==> config.mk <==
export PLATFORM = sky130hd
export DESIGN_NAME = pipelined_rca_flat
export DESIGN_NICKNAME = d
export VERILOG_FILES = /design/src/rtl/pipelined_rca_if.sv /design/src/rtl/pipelined_rca.sv /design/src/flat_wrapper.sv
export SDC_FILE = /design/constraint.sdc
export NUM_CORES = 1
export LEC_CHECK = 0
export ABC_AREA = 1
export BUFFER_PORTS_ARGS = -buffer_cell sky130_fd_sc_hd__buf_2
export CELL_PAD_IN_SITES_DETAIL_PLACEMENT = 0
export CELL_PAD_IN_SITES_GLOBAL_PLACEMENT = 2
export CORE_MARGIN = 2
export CORE_UTILIZATION = 33
export CTS_BUF_LIST = sky130_fd_sc_hd__clkbuf_4
export DETAILED_ROUTE_END_ITERATION = 16
export GPL_TIMING_DRIVEN = 0
export HOLD_SLACK_MARGIN = 0.08
export PLACE_DENSITY = 0.82
export SLEW_MARGIN = 15
export SYNTH_ARGS = -nofsm -noshare
export SYNTH_HDL_FRONTEND = slang
export SYNTH_SLANG_ARGS = --single-unit
==> constraint.sdc <==
create_clock -name clk -period 2.1 [get_ports clk]
set_input_delay 0.21 -clock clk [delete_from_list [all_inputs] [get_ports clk]]
set_output_delay 0.21 -clock clk [all_outputs]
set_load 0.1 [all_outputs]
==> src/rtl/pipelined_rca_if.sv <==
// pipelined_rca_if: operation/result handshake bundle for pipelined_rca.
//   master : drives the operation (in_valid, a, b, cin, sub) and out_ready;
//            observes in_ready and the result (out_valid, sum, cout, ovf).
//   slave  : the adder side of the same bundle.
interface pipelined_rca_if #(
  parameter int unsigned WIDTH = 16
) ();
  logic             in_valid;
  logic             in_ready;
  logic [WIDTH-1:0] a;
  logic [WIDTH-1:0] b;
  logic             cin;
  logic             sub;
  logic             out_valid;
  logic             out_ready;
  logic [WIDTH-1:0] sum;
  logic             cout;
  logic             ovf;

  modport master (
    output in_valid, a, b, cin, sub, out_ready,
    input  in_ready, out_valid, sum, cout, ovf
  );

  modport slave (
    input  in_valid, a, b, cin, sub, out_ready,
    output in_ready, out_valid, sum, cout, ovf
  );
endinterface

==> src/rtl/pipelined_rca.sv <==
// pipelined_rca: pipelined ripple-carry adder/subtractor.
// The WIDTH-bit operands are cut into STAGES chunks of CHUNK bits. Stage k ripples chunk k using
// the carry registered by stage k-1; stage 0 works directly on the incoming operands, so a result
// leaves STAGES cycles after it is accepted. One op per cycle, valid/ready with backpressure.
// Ports:
//   clk    : clock, rising edge
//   rst_n  : asynchronous active-low reset, drops all in-flight operations
//   bus    : pipelined_rca_if.slave (in_valid/in_ready/a/b/cin/sub, out_valid/out_ready/sum/cout/ovf)
module pipelined_rca #(
  parameter int unsigned WIDTH  = 16,
  parameter int unsigned STAGES = 4
) (
  input  logic           clk,
  input  logic           rst_n,
  pipelined_rca_if.slave bus
);

  localparam int unsigned CHUNK = WIDTH / STAGES;

  if (WIDTH < 2 || STAGES == 0 || (WIDTH % STAGES) != 0) begin : g_param_check
    $error("pipelined_rca: WIDTH must be >= 2 and a multiple of STAGES");
  end

  logic advance;

  // Per-stage state. a/b hold the not-yet-added upper chunks (skew), sum holds the finished
  // lower chunks (deskew); unused bit ranges in each stage are simply don't-care.
  logic [STAGES-1:0] vld_q, vld_d;
  logic [STAGES-1:0] cy_q, cy_d;
  logic [WIDTH-1:0]  op_a_q [STAGES];
  logic [WIDTH-1:0]  op_a_d [STAGES];
  logic [WIDTH-1:0]  op_b_q [STAGES];
  logic [WIDTH-1:0]  op_b_d [STAGES];
  logic [WIDTH-1:0]  sum_q  [STAGES];
  logic [WIDTH-1:0]  sum_d  [STAGES];
  logic              ovf_q, ovf_d;

  // What each stage sees as its predecessor.
  logic [STAGES-1:0] src_v, src_c;
  logic [WIDTH-1:0]  src_a [STAGES];
  logic [WIDTH-1:0]  src_b [STAGES];
  logic [WIDTH-1:0]  src_s [STAGES];

  logic [CHUNK:0]    chain [STAGES];
  logic [WIDTH-1:0]  res_s [STAGES];
  logic              msb_cin, msb_cout;

  assign advance = ~vld_q[STAGES-1] | bus.out_ready;

  always_comb begin
    // Subtraction folds into an add: invert b and the borrow-in at capture.
    src_v[0] = bus.in_valid;
    src_c[0] = bus.cin ^ bus.sub;
    src_a[0] = bus.a;
    src_b[0] = bus.b ^ {WIDTH{bus.sub}};
    src_s[0] = '0;
    for (int k = 1; k < STAGES; k++) begin
      src_v[k] = vld_q[k-1];
      src_c[k] = cy_q[k-1];
      src_a[k] = op_a_q[k-1];
      src_b[k] = op_b_q[k-1];
      src_s[k] = sum_q[k-1];
    end
  end

  always_comb begin
    for (int k = 0; k < STAGES; k++) begin
      chain[k][0] = src_c[k];
      res_s[k]    = src_s[k];
      for (int i = 0; i < CHUNK; i++) begin
        res_s[k][k*CHUNK+i] = src_a[k][k*CHUNK+i] ^ src_b[k][k*CHUNK+i] ^ chain[k][i];
        chain[k][i+1]       = (src_a[k][k*CHUNK+i] & src_b[k][k*CHUNK+i]) |
                              (chain[k][i] & (src_a[k][k*CHUNK+i] ^ src_b[k][k*CHUNK+i]));
      end
    end
  end

  // Carry into / out of the MSB both live in the last stage's chunk.
  assign msb_cin  = chain[STAGES-1][CHUNK-1];
  assign msb_cout = chain[STAGES-1][CHUNK];

  always_comb begin
    vld_d = vld_q;
    cy_d  = cy_q;
    ovf_d = ovf_q;
    for (int k = 0; k < STAGES; k++) begin
      op_a_d[k] = op_a_q[k];
      op_b_d[k] = op_b_q[k];
      sum_d[k]  = sum_q[k];
    end
    if (advance) begin
      vld_d = src_v;
      ovf_d = msb_cin ^ msb_cout;
      for (int k = 0; k < STAGES; k++) begin
        cy_d[k]   = chain[k][CHUNK];
        op_a_d[k] = src_a[k];
        op_b_d[k] = src_b[k];
        sum_d[k]  = res_s[k];
      end
    end
  end

  always_ff @(posedge clk or negedge rst_n) begin
    if (!rst_n) begin
      vld_q <= '0;
      cy_q  <= '0;
      ovf_q <= 1'b0;
      for (int k = 0; k < STAGES; k++) begin
        op_a_q[k] <= '0;
        op_b_q[k] <= '0;
        sum_q[k]  <= '0;
      end
    end else begin
      vld_q <= vld_d;
      cy_q  <= cy_d;
      ovf_q <= ovf_d;
      for (int k = 0; k < STAGES; k++) begin
        op_a_q[k] <= op_a_d[k];
        op_b_q[k] <= op_b_d[k];
        sum_q[k]  <= sum_d[k];
      end
    end
  end

  assign bus.in_ready  = advance;
  assign bus.out_valid = vld_q[STAGES-1];
  assign bus.sum       = sum_q[STAGES-1];
  assign bus.cout      = cy_q[STAGES-1];
  assign bus.ovf       = ovf_q;

endmodule
==> src/flat_wrapper.sv <==
// flat-port wrapper written by rule: the top's interface ports become plain ports
module pipelined_rca_flat 
#(
  parameter int unsigned WIDTH  = 16,
  parameter int unsigned STAGES = 4
)
  (clk, rst_n, bus_in_valid, bus_a, bus_b, bus_cin, bus_sub, bus_out_ready, bus_in_ready, bus_out_valid, bus_sum, bus_cout, bus_ovf);
  pipelined_rca_if #(.WIDTH(WIDTH)) bus_i ();
  input  logic clk;
  input  logic rst_n;
  input wire logic [$bits(bus_i.in_valid)-1:0] bus_in_valid;
  input wire logic [$bits(bus_i.a)-1:0] bus_a;
  input wire logic [$bits(bus_i.b)-1:0] bus_b;
  input wire logic [$bits(bus_i.cin)-1:0] bus_cin;
  input wire logic [$bits(bus_i.sub)-1:0] bus_sub;
  input wire logic [$bits(bus_i.out_ready)-1:0] bus_out_ready;
  output wire logic [$bits(bus_i.in_ready)-1:0] bus_in_ready;
  output wire logic [$bits(bus_i.out_valid)-1:0] bus_out_valid;
  output wire logic [$bits(bus_i.sum)-1:0] bus_sum;
  output wire logic [$bits(bus_i.cout)-1:0] bus_cout;
  output wire logic [$bits(bus_i.ovf)-1:0] bus_ovf;
  assign bus_i.in_valid = bus_in_valid;
  assign bus_i.a = bus_a;
  assign bus_i.b = bus_b;
  assign bus_i.cin = bus_cin;
  assign bus_i.sub = bus_sub;
  assign bus_i.out_ready = bus_out_ready;
  assign bus_in_ready = bus_i.in_ready;
  assign bus_out_valid = bus_i.out_valid;
  assign bus_sum = bus_i.sum;
  assign bus_cout = bus_i.cout;
  assign bus_ovf = bus_i.ovf;
  pipelined_rca #(.WIDTH(WIDTH), .STAGES(STAGES)) u_core (.clk(clk), .rst_n(rst_n), .bus(bus_i));
endmodule
# Yosys cells after proc, flatten, opt, wreduce, memory -nomap -nowiden
# Index checks and enable logic that the tools add are counted.
[totals]
out_inout_bits = 20
register_bits = 145
[op_classes]
n_bitwise = 85
[op_table]
columns = ["op", "count"]
rows = [
  ["1-bit bitwise XOR", 34],
  ["1-bit AND", 32],
  ["1-bit OR", 17],
  ["16-bit bitwise XOR", 1],
  ["1-bit inverter", 1],
]

# Logic depth before layout (Yosys ltp)
[depth]
depth_word = 10
depth_mapped = 11
ltp_nobuf = 11

# Least setup slack after synthesis
# No wires, ideal clock.
[synth_timing]
kind = "input-to-reg"
from = "input port bus_sub"
to = "register u_core.sum_q (netlist bit u_core.res_s[35])"
path_slack_ns = -0.327
cell_stages = 11
required_time_ns = 1.982
arrival_time_ns = 2.310
setup_time_ns = 0.118
n_path_buf = 2
path_cell_list = "buf_2 buf_2 xor2_1 fa_1 inv_1 fa_1 fa_1 inv_1 fa_1 nand2_1 nand2_1"
[synth_rtl]
columns = ["element", "line", "source"]
rows = [
  ["from (decl)", "flat_wrapper.sv:15", "input wire logic [$bits(bus_i.sub)-1:0] bus_sub;"],
  ["to (signal, indexed assignment)", "pipelined_rca.sv:120", "sum_q[k] <= sum_d[k];"],
  ["to (decl)", "pipelined_rca.sv:34", "logic [WIDTH-1:0] sum_q [STAGES];"],
]

# Final worst setup path
[layout_timing]
from = "register u_core.cy_q[2]"
to = "register u_core.sum_q (netlist bit u_core.bus.sum[15])"
[layout_via]
elab_chain_cells = 7
[layout_lines]
columns = ["element", "line", "source"]
rows = [
  ["from (decl)", "pipelined_rca.sv:29", "logic [STAGES-1:0] cy_q, cy_d;"],
  ["from (signal assigned)", "pipelined_rca.sv:115", "cy_q <= cy_d;"],
  ["1-bit AND", "pipelined_rca.sv:73", "(chain[k][i] & (src_a[k][k*CHUNK+i] ^ src_b[k][k*CHUNK+i]));"],
  ["1-bit OR", "pipelined_rca.sv:72", "chain[k][i+1] = (src_a[k][k*CHUNK+i] & src_b[k][k*CHUNK+i]) |"],
  ["1-bit AND", "pipelined_rca.sv:73", ""],
  ["1-bit OR", "pipelined_rca.sv:72", ""],
  ["1-bit AND", "pipelined_rca.sv:73", ""],
  ["1-bit OR", "pipelined_rca.sv:72", ""],
  ["1-bit bitwise XOR", "pipelined_rca.sv:71", "res_s[k][k*CHUNK+i] = src_a[k][k*CHUNK+i] ^ src_b[k][k*CHUNK+i] ^ chain[k][i];"],
]
# No other way between the ends.
# A chain may end at the register's enable or synchronous reset.

==> impl_metrics.tcl <==
set metrics [dict create \
    power_uw 7960 \
    via_count 3100 \
    gr-total-overflow 0 \
    power_leakage_uw 0.00270 \
    drt_iter0_drc 161 \
    dpl.hpwl_mm 6.79 \
    cts.path.max_buffers 2 \
    setup_viol_count_final 1 \
    max_freq_mhz 463 \
    port_buffers 56 \
    synth_cell_types 15 \
    cts_tree "done" \
    skew_ns 0.0145 \
    postRouteWirelength_mm 9.56 \
    outcome "finished, violations left" \
    chipWidth_um 117 \
    yosys_warnings 0 \
    tightestPinTransition_ns 0.511 \
    synth_seq_area_share 0.575 \
    vdd.ir_drop.worst_mv 0.416 \
    max_cap_violations 0 \
    path_clk_slew_ns 0.14 \
    slew_headroom 0.660 \
    slew_violations 0 \
    grt_pass1_wl_mm 15.8 \
    cts_buffers 9 \
    fp.dieH_um 117 \
    fillers 1278 \
    yosysTopAreaCellShare 0.575 \
    ant_nets 0 \
    cp_slowest_cell "dfrtp_1" \
    drive_gt1_frac 0.229 \
    wl_met3_um 293 \
    worstPathRequired_ns 2.48 \
    grt_max_degree 51 \
    first_pass_iters 4 \
    routed-wl-met2_mm 4.46 \
    syn_avg_cell_area_um2 9.21 \
    grt_pass1_vias 3073 \
    drc_errors 0 \
    hold_viol_final 0 \
    cts_root_buf "clkbuf_4" \
    initial_core_util 0.336 \
    htree_num_levels 3 \
    netlist.top_cell.by_area "dfrtp_1" \
    placementRows 41 \
    synthCells 458 \
    fin_ws_ns -0.0581 \
    top_layer "met4" \
    track_usage 0.153 \
    met1_length_mm 4.67 \
    rsz0062_at_grt "true" \
    clkLatencyLatePin_ns 0.45 \
    yosys-top-cells-area "dfrtp_1 58%, nand2_1 16%, fa_1 7.6%, o21ai_0 7.2%, inv_1 5.3%" \
    synth_nets 512 \
    avgRoutedWirePerCell_um 12.9 \
    path_buf_inv 3 \
    nets 617 \
    place.gp.congestion 0.785 \
    violations "negative setup slack" \
    cp-end-kind "flop" \
    ys_ff_latch 97 \
    fin_crit_sh 1.03 \
    final_core_util 0.424 \
    crit_family "adder cells" \
    worstSetupPathType "flop to flop" \
    power_density_mw_per_mm2 1490 \
    hold_path_class "input port to flop" \
    startpoint_type "flop" \
    vias_per_cell 4.18 \
    areaGrowthSynthToFinish_pct 26.3 \
    period_needed_ns 2.16 \
    cp.arrival_ns 2.54 \
    path_cells "fa_2 -> inv_2 -> fa_1 -> inv_1 -> fa_2 -> inv_2 -> fa_2 -> o21ai_2" \
    worstPathMaxFanout 2 \
    cpMostUsedCell "fa_2" \
    syn-cell-area_mm2 0.00422 \
    num_io_pins 58 \
    slowest_delay_ns 0.43 \
    antenna_found_initial 1 \
    floorplan.core_area_mm2 0.0126 \
    cts.sinks 97 \
    die-area_mm2 0.0137 \
]
==> area by class of cell <==
type | instances | area [µm²] | share of cell area
Antenna cell | 1 | 2.50 | 0.000470
Clock buffer | 9 | 67.6 | 0.0127
Multi-Input combinational cell | 277 | 1490 | 0.279
Inverter | 61 | 229 | 0.0430
Sequential cell | 97 | 2430 | 0.456
Tap cell | 172 | 215 | 0.0404
Timing Repair Buffer | 94 | 677 | 0.127
Clock inverter | 7 | 71.3 | 0.0134
Buffer | 23 | 150 | 0.0282
==> timing repair <==
item | 4_1_cts | 5_1_grt
setup endpoints to repair | 5 | 8
pin swaps | 4 | 13
gates resized for setup | 11 | 14
hold buffers | 33 | 0
gates cloned | 0 | 0
buffers inserted | 2 | 2
hold endpoints to repair | 118 | 0
==> where the power goes <==
part	switching, µW	internal [µW]
Sequential	423	2690
Clock	632	360
Combinational	2780	1080
Total	3830	4120
==> cell families after synthesis <==
kind of cell / after synthesis / synth area share
adder cells (fa/ha/maj): 16 / 0.0759
flip-flops: 97 / 0.575
buffers and inverters: 84 / 0.0860
AO/OA/AOI/OAI: 61 / 0.0724
XOR/XNOR: 5 / 0.0104
AND/OR/NAND/NOR: 195 / 0.180
==> routing by layer <==
metal,vias up,track usage
met2,51,0.245
met1,1441,0.213
met4,0,0.0541
met3,13,0.0257
met5,-,0
li1,1595,-
==> state kept, by name, indices dropped and copies added, names as in the netlist <==
| signal | count |
|---|---|
| u_core.op_a_q | 24 |
| u_core.op_b_q | 24 |
| u_core.res_s | 24 |
| u_core.bus.sum | 16 |
| u_core.cy_q | 4 |
| u_core.vld_q | 4 |
| u_core.bus.ovf | 1 |
==> stage by stage <==
stage / setup TNS [ns] / area (µm²) / hold WS (ns) / setup WS, ns / std cells
3_3_place_gp: -13.55 / 4760 / 0.419 / -0.205 / 686
5_1_grt: -0.311 / 5330 / 0.151 / -0.150 / 741
6_report: -0.0581 / 5330 / 0.124 / -0.0581 / 741
3_5_place_dp: -0.616 / 4790 / 0.179 / -0.249 / 687
2_1_floorplan: -0.103 / 4260 / -0.0856 / -0.103 / 458
4_1_cts: -0.180 / 5290 / 0.117 / -0.0881 / 738
==> placed cells by master, fill, tap and decap left out, types with 2 or more instances in the layout <==
master / count
xor2_2: 2
dfrtp_1: 97
inv_1: 47
fa_2: 13
nand3_1: 13
clkbuf_1: 4
inv_2: 14
dlygate4sd3_1: 33
o21ai_2: 3
buf_2: 63
buf_4: 12
clkinvlp_4: 3
o21ai_1: 2
fa_1: 3
buf_6: 3
clkinv_2: 2
nand2_1: 180
xnor2_1: 2
o21ai_0: 56
clkbuf_4: 9
==> tightest hold or removal path, cell delays in order <==
cell and delay, ns:
buf_6 0.11, inv_1 0.06, nand2_1 0.05, nand3_1 0.06, nand2_1 0.06
==> synth_stat cells <==
library cell,count
nand3_1,13
nand2_1,180
xnor2_1,2
o21ai_0,61
buf_2,11
clkbuf_1,4
inv_1,60
xor2_1,3
buf_6,1
nand2_2,1
fa_1,16
buf_4,7
inv_2,1
nor2_4,1
dfrtp_1,97
==> final timing paths <==
path                       slack [ns]  depth (start not counted)            start            endpoint
setup / recovery                -0.06                          8   u_core.cy_q[2]  u_core.bus.sum[15]
max in group asynchronous        1.27                          3            rst_n     u_core.res_s[2]
min in group asynchronous        0.24                          2            rst_n   u_core.op_a_q[40]
hold reg to reg                  0.47                          2  u_core.vld_q[2]     u_core.vld_q[3]
hold / removal                   0.12                          5          bus_sub   u_core.op_b_q[60]
setup reg to reg                -0.06                          8   u_core.cy_q[2]  u_core.bus.sum[15]
(Power assumes the default switching activity.)
